===== src/rtl/s2p_converter.sv =====
`default_nettype none
// ============================================================================
// Module      : s2p_converter
// Description : Serial-to-parallel converter. Collects N serial bits over a
//               valid/ready handshake into a word and presents completed
//               words on a parallel valid/ready interface. A one-word output
//               register plus the in-progress shift register sustain full
//               serial throughput while the consumer keeps up.
// Revision    : 1.0 - initial release
// ============================================================================
module s2p_converter #(
    parameter int N         = 4,
    parameter bit MSB_FIRST = 1'b0
) (
    input  logic         clk,
    input  logic         rstn,
    input  logic         s_valid,
    input  logic         s_data,
    output logic         s_ready,
    output logic         p_valid,
    output logic [N-1:0] p_data,
    input  logic         p_ready
);

    localparam int             CW       = $clog2(N);
    localparam logic [CW-1:0]  CNT_LAST = CW'(N - 1);

    // Serial-side state: FILL accepts bits, STALL holds a completed word
    // in the shift register until the output register frees up.
    localparam logic [0:0]     FILL     = 1'b0;
    localparam logic [0:0]     STALL    = 1'b1;

    logic [0:0]    state_q,     state_d;
    logic [CW-1:0] cnt_q,       cnt_d;
    logic [N-1:0]  shift_q,     shift_d;
    logic [N-1:0]  out_reg_q,   out_reg_d;
    logic          out_valid_q, out_valid_d;

    logic          beat;
    logic          xfer;
    logic [N-1:0]  shift_next;

    // Shift direction chooses where the first received bit ends up.
    generate
        if (MSB_FIRST) begin : g_msb_first
            assign shift_next = {shift_q[N-2:0], s_data};
        end else begin : g_lsb_first
            assign shift_next = {s_data, shift_q[N-1:1]};
        end
    endgenerate

    assign beat = s_valid && (state_q == FILL);
    assign xfer = out_valid_q && p_ready;

    // Next-state logic for assembly, stall handling and output register.
    always_comb begin
        state_d     = state_q;
        cnt_d       = cnt_q;
        shift_d     = shift_q;
        out_reg_d   = out_reg_q;
        out_valid_d = out_valid_q;

        // A departing word empties the output unless replaced below.
        if (xfer) begin
            out_valid_d = 1'b0;
        end

        if (beat) begin
            shift_d = shift_next;
            if (cnt_q == CNT_LAST) begin
                cnt_d = '0;
                if (!out_valid_q || p_ready) begin
                    // Output register is free (or freeing now): load directly.
                    out_reg_d   = shift_next;
                    out_valid_d = 1'b1;
                end else begin
                    // Keep the finished word in the shift register.
                    state_d = STALL;
                end
            end else begin
                cnt_d = cnt_q + CW'(1);
            end
        end else if ((state_q == STALL) && xfer) begin
            // Pending word moves up as the held word leaves: no bubble.
            out_reg_d   = shift_q;
            out_valid_d = 1'b1;
            state_d     = FILL;
        end
    end

    // State registers with synchronous active-low clear.
    always_ff @(posedge clk) begin
        if (!rstn) begin
            state_q     <= FILL;
            cnt_q       <= '0;
            shift_q     <= '0;
            out_reg_q   <= '0;
            out_valid_q <= 1'b0;
        end else begin
            state_q     <= state_d;
            cnt_q       <= cnt_d;
            shift_q     <= shift_d;
            out_reg_q   <= out_reg_d;
            out_valid_q <= out_valid_d;
        end
    end

    assign s_ready = (state_q == FILL);
    assign p_valid = out_valid_q;
    assign p_data  = out_reg_q;

endmodule
`default_nettype wire


===== config.mk =====
export PLATFORM = sky130hd
export DESIGN_NAME = s2p_converter
export DESIGN_NICKNAME = d
export VERILOG_FILES = /design/src/rtl/s2p_converter.sv
export SDC_FILE = /design/constraint.sdc
export NUM_CORES = 1
export LEC_CHECK = 0
export ABC_AREA = 1
export CORE_AREA = 2 2 39 41
export CTS_CLUSTER_DIAMETER = 30
export DETAILED_ROUTE_END_ITERATION = 10
export DIE_AREA = 0 0 41 43
export HOLD_SLACK_MARGIN = 0.06
export PLACE_DENSITY_LB_ADDON = 0.1
export SLEW_MARGIN = 30
export SYNTH_ARGS = -nofsm -noshare
export SYNTH_HDL_FRONTEND = slang
export SYNTH_SLANG_ARGS = --single-unit
export TNS_END_PERCENT = 1

===== constraint.sdc =====
create_clock -name clk -period 1.4 [get_ports clk]
set_input_delay 0.28 -clock clk [delete_from_list [all_inputs] [get_ports clk]]
set_output_delay 0.28 -clock clk [all_outputs]
set_load 0.02 [all_outputs]

After elaboration in Yosys (flattened, before gate mapping)

Index checks and enable logic that the tools add are counted.

Bits in registers: 12

Muxes and demuxes: 14
Equality and inequality tests: 4
Bitwise operators: 1
Reductions and logical operators: 8
$add $sub $neg: 1

Operator list:

| kind                                                                    | count |
|---|---|
| 4-bit 2-to-1 mux                                                        | 4 |
| 1-bit 2-to-1 mux                                                        | 9 |
| 3-bit AND reduction                                                     | 2 |
| 2-bit by 1-bit inequality test with 1-bit output, second input constant | 2 |
| 1-bit logical AND                                                       | 3 |
| 2-bit by 1-bit adder with 2-bit output, second input constant           | 1 |
| 2-bit equality test, second input constant                              | 1 |
| 2-bit 2-to-1 mux                                                        | 1 |
| 2-bit inequality test, second input constant                            | 1 |
| 2-bit nonzero test                                                      | 1 |
| 1-bit zero test                                                         | 1 |
| 1-bit logical OR                                                        | 1 |
| 1-bit NOT                                                               | 1 |

Depth between registers and ports, before layout

Gate-level depths: netlist (run 1).

Word-level depth: 5
Mapped depth: 6
Gate-level depth less buffers: 6

Worst setup path after synthesis (run 1)

No wires, ideal clock.

Path kind: register to register
Start: reg cnt_q[0]
End: reg out_reg_q[3] (netlist: p_data[3])
Data arrival time: 0.900 ns
Buffers on the path: 0
Required time: 1.287 ns
Cell stages (with the launch flop): 7
Slack: 0.387 ns
Cell sequence: dfxtp_1 -> ha_1 -> nand3_1 -> nand2_1 -> nand2_2 -> nor2_1 -> nor2_1

Longest elaborated chain between the ends: 3

Ends and longest elaborated chain:

| what                                                              | line | RTL |
|---|---|---|
| from (decl)                                                       | 34   | `logic [CW-1:0] cnt_q, cnt_d;` |
| from (signal assigned)                                            | 101  | `cnt_q <= cnt_d;` |
| 2-bit equality test                                               | 70   | `if (cnt_q == CNT_LAST) begin` |
| 2-bit by 1-bit inequality test with 1-bit output (no source line) | --   |  |
| 3-bit AND reduction (no source line)                              | --   |  |
| to (signal assigned)                                              | 103  | `out_reg_q <= out_reg_d;` |
| to (decl)                                                         | 36   | `logic [N-1:0] out_reg_q, out_reg_d;` |

Every way passes these cells.
A chain may end at the register's enable or synchronous reset.

Worst setup path after layout (run 1)

Start: reg state_q
End: out s_ready

Longest elaborated chain between the ends: 1

Ends and longest elaborated chain:

| what                   | line | RTL |
|---|---|---|
| from (decl)            | 33   | `logic [0:0] state_q, state_d;` |
| from (signal assigned) | 100  | `state_q <= state_d;` |
| 1-bit NOT              | 108  | `assign s_ready = (state_q == FILL);` |
| to (decl)              | 19   | `output logic s_ready,` |

Every way passes these cells.

==> results of run 1 <==
## power groups by stage
stage	Combinational (W)	Clock (W)	Sequential [W]
6_report	0.0000715	0.000279	0.000359
5_1_grt	0.0000794	0.000305	0.000360
4_1_cts	0.0000723	0.000287	0.000359
3_5_place_dp	0.0000742	0	0.000367
3_3_place_gp	0.0000742	0	0.000367
2_1_floorplan	0.0000385	0	0.000371
## worst min-delay path by stage
stage | depth (start not counted) | end | slack, ps
2_1_floorplan | 2 | shift_q[0] | 450
3_3_place_gp | 2 | shift_q[0] | 470
3_5_place_dp | 2 | shift_q[0] | 470
4_1_cts | 2 | shift_q[0] | 480
5_1_grt | 2 | shift_q[0] | 500
6_report | 2 | shift_q[0] | 480
## metal layers
metal	share of wire, %	GRT usage [%]	vias to the layer above
li1	-	-	258
met1	53	21.5	207
met2	41	17.5	10
met3	4.5	4.71	2
met4	1.2	8.00	0
met5	0	0	-
## logic make-up after synthesis
kind of cell	Yosys count	share of synthesized area, %
buf+inv	11	8.53
fa+ha+maj	1	2.37
compound gates	9	9.95
simple gates	39	33.6
flops	12	45.5
## layout make-up
| type | count | area, um2 | share of cell area [%] |
|---|---|---|---|
| clock buffers | 4 | 36.3 | 5.19 |
| flip-flops and latches | 12 | 240 | 34.3 |
| well taps | 16 | 20.0 | 2.86 |
| repair buffers | 14 | 123 | 17.5 |
| multi-input cells | 49 | 243 | 34.7 |
| inverters | 10 | 37.5 | 5.37 |
## placed cells by master (no fill, tap or decap), types with 2 or more instances in the layout
cell type and n:
nand2_1 17, dfxtp_1 12, nor2_1 10, inv_1 8
dlygate4sd2_1 6, nand3_1 5, clkdlybuf4s50_1 4, buf_4 4
clkbuf_4 3, inv_2 2, nand2_2 2, o21ai_0 2
o21ai_1 2, and2_1 2, a31oi_1 2, a21oi_1 2
## metrics by stage
stage          hold WS, ps  setup TNS (ps)  total power, W
4_1_cts                478               0        0.000718
5_1_grt                503               0        0.000745
3_5_place_dp           468            -307        0.000441
6_report               475               0        0.000709
3_3_place_gp           471            -108        0.000441
2_1_floorplan          451               0        0.000409
## worst max-delay path, stage by stage, from the launching register on
cell and delay, ps:
dfxtp_1 320, inv_2 70, dlygate4sd2_1 330
## state kept, by name (all words and copies together) (netlist names), named ones only
signal,flops
p_data,4
shift_q,4
cnt_q,2
state_q,1
## timing repair
item | 4_1_cts | 5_1_grt
hold buffers | 0 | 0
setup endpoints to repair | 6 | 0
hold endpoints to repair | 0 | 0
resized for setup | 6 | 0
==> flow_metrics.env, run 1 <==
export IMPL_wirelength_mm=1.00
export IMPL_post_route_cell_area_um2=699
export IMPL_crit_path_end_kind="output port"
export IMPL_hold_path_class="reg -> reg"
export IMPL_hp_start="shift_q[0]"
export IMPL_yosysSeqAreaShare_pct=45.5
export IMPL_dr_first_iter_drc_count=9
export IMPL_place_gp_congestion=0.741
export IMPL_initial_core_util_pct=38.2
export IMPL_cap_violations=0
export IMPL_switching_share_pct=23.2
export IMPL_async_reset_ff_share_pct=0
export IMPL_min_period_ps=1270
export IMPL_drive_above_1_share_pct=15.7
export IMPL_overflow=0
export IMPL_p_int_w=0.000545
export IMPL_wl_per_cell_um=9.54
export IMPL_insertedDiodeCount=0
export IMPL_stdcell_count=105
export IMPL_final_util_pct=50.5
export IMPL_ys_types=18
export IMPL_synth_nets=78
export IMPL_skew_ps=5.20
export IMPL_layout_nets=96
export IMPL_placed_cell_area_um2=671
export IMPL_yosys_top_cells_area="dfxtp_1, nand2_1, nor2_1"
export IMPL_die_h_um=43
export IMPL_synth_seq_cells=12
export IMPL_crit_end="s_ready"
export IMPL_synth_top_area_share_pct=45.5
export IMPL_period_share_pct=91.0
export IMPL_nFillCells=152
export IMPL_ir_drop_mv=0.595
export IMPL_io_pins=11
export IMPL_cts_made_buffers=3
export IMPL_core_um2=1380
export IMPL_power_density_nw_per_um2=1010
export IMPL_worstPathArrival_ps=990
export IMPL_yosys_most_used_dff="dfxtp_1"
export IMPL_rows=14
export IMPL_yosys_warnings=0
export IMPL_crit_path_start="state_q"
export IMPL_syn2layout_area_growth_pct=32.5
export IMPL_combPwrFrac_pct=10.1
export IMPL_clkPwrFrac_pct=39.3
export IMPL_cts_sinks=12
export IMPL_antenna_found_initial=0
export IMPL_place_port_buffers=10
export IMPL_h_tree_depth=1
export IMPL_clock_path_buffers=2
export IMPL_netlist_top_cells_count="nand2_1, dfxtp_1, nor2_1"
export IMPL_timing_rr_start="cnt_q[0]"
export IMPL_p_sw_w=0.000165
export IMPL_die_area_um2=1760
export IMPL_synth_largest_area_cell="dfxtp_1"
export IMPL_grt_max_degree=8
export IMPL_clk_pin_slew_ps=80
export IMPL_rsz0062_at_grt="false"
export IMPL_start_kind="flip-flop"
export IMPL_outcome="complete, no violations"
export IMPL_slew_viol_final=0
export IMPL_synth_edf_count=0
export IMPL_routed_via_density=4.54
export IMPL_clk_latency_ps=270
export IMPL_drc=0
export IMPL_via_count=477
export IMPL_syn_area_per_cell_um2=7.33
export IMPL_drtAntennaViolNets=0
export IMPL_max_freq_mhz=785
export IMPL_cts_tree="yes"
export IMPL_clockRootBuffer="clkbuf_4"
export IMPL_post_place_cells=101
export IMPL_yosysMostFrequentCell="nand2_1"
export IMPL_post_cts_buffers=0
export IMPL_synthCells=72
export IMPL_pre_cts_slack_ps=-83.8
export IMPL_r2r_cells=6
export IMPL_syn_cell_area_um2=528
export IMPL_cp_max_fo=3
export IMPL_dieWidth_um=41
export IMPL_place_detailed_hpwl_um=746
export IMPL_grt_pass1_wl_mm=1.70
export IMPL_track_usage_pct=14.4
export IMPL_worst_slack_ps=126
export IMPL_finalHoldViolations=0
export IMPL_worst_slew_pin_slew_ps=208
export IMPL_worst_ep_required_time_ps=1120
export IMPL_grt_pass1_vias=395
export IMPL_power_share_sequential_pct=50.6
export IMPL_dr_pass1_iters=4
export IMPL_crit_type="reg -> out"
export IMPL_leakagePower_nw=0.364
export IMPL_r2r_slack_ps=270
export IMPL_relSlewSlack_pct=86.2
export IMPL_r2r_end="p_data[3]"
export IMPL_setup_viol=0
(Power assumes the default switching activity.)
==> run 2: changes to the inputs <==
--- a/config.mk
+++ b/config.mk
@@ -10,6 +10,7 @@
 export CTS_CLUSTER_DIAMETER = 30
 export DETAILED_ROUTE_END_ITERATION = 10
 export DIE_AREA = 0 0 41 43
+export GPL_ROUTABILITY_DRIVEN = 1
 export HOLD_SLACK_MARGIN = 0.06
 export PLACE_DENSITY_LB_ADDON = 0.1
 export SLEW_MARGIN = 30
==> results of run 2 <==
No change in the layout: final DEF, timing and power equal those of run 1.
==> run 3: changes to the inputs <==
--- a/config.mk
+++ b/config.mk
@@ -8,10 +8,11 @@
 export ABC_AREA = 1
 export CORE_AREA = 2 2 39 41
 export CTS_CLUSTER_DIAMETER = 30
+export CTS_CLUSTER_SIZE = 25
 export DETAILED_ROUTE_END_ITERATION = 10
 export DIE_AREA = 0 0 41 43
 export GPL_ROUTABILITY_DRIVEN = 1
-export HOLD_SLACK_MARGIN = 0.06
+export HOLD_SLACK_MARGIN = 0.1
 export PLACE_DENSITY_LB_ADDON = 0.1
 export SLEW_MARGIN = 30
 export SYNTH_ARGS = -nofsm -noshare
==> results of run 3 <==
No change in the layout: final DEF, timing and power equal those of run 1.
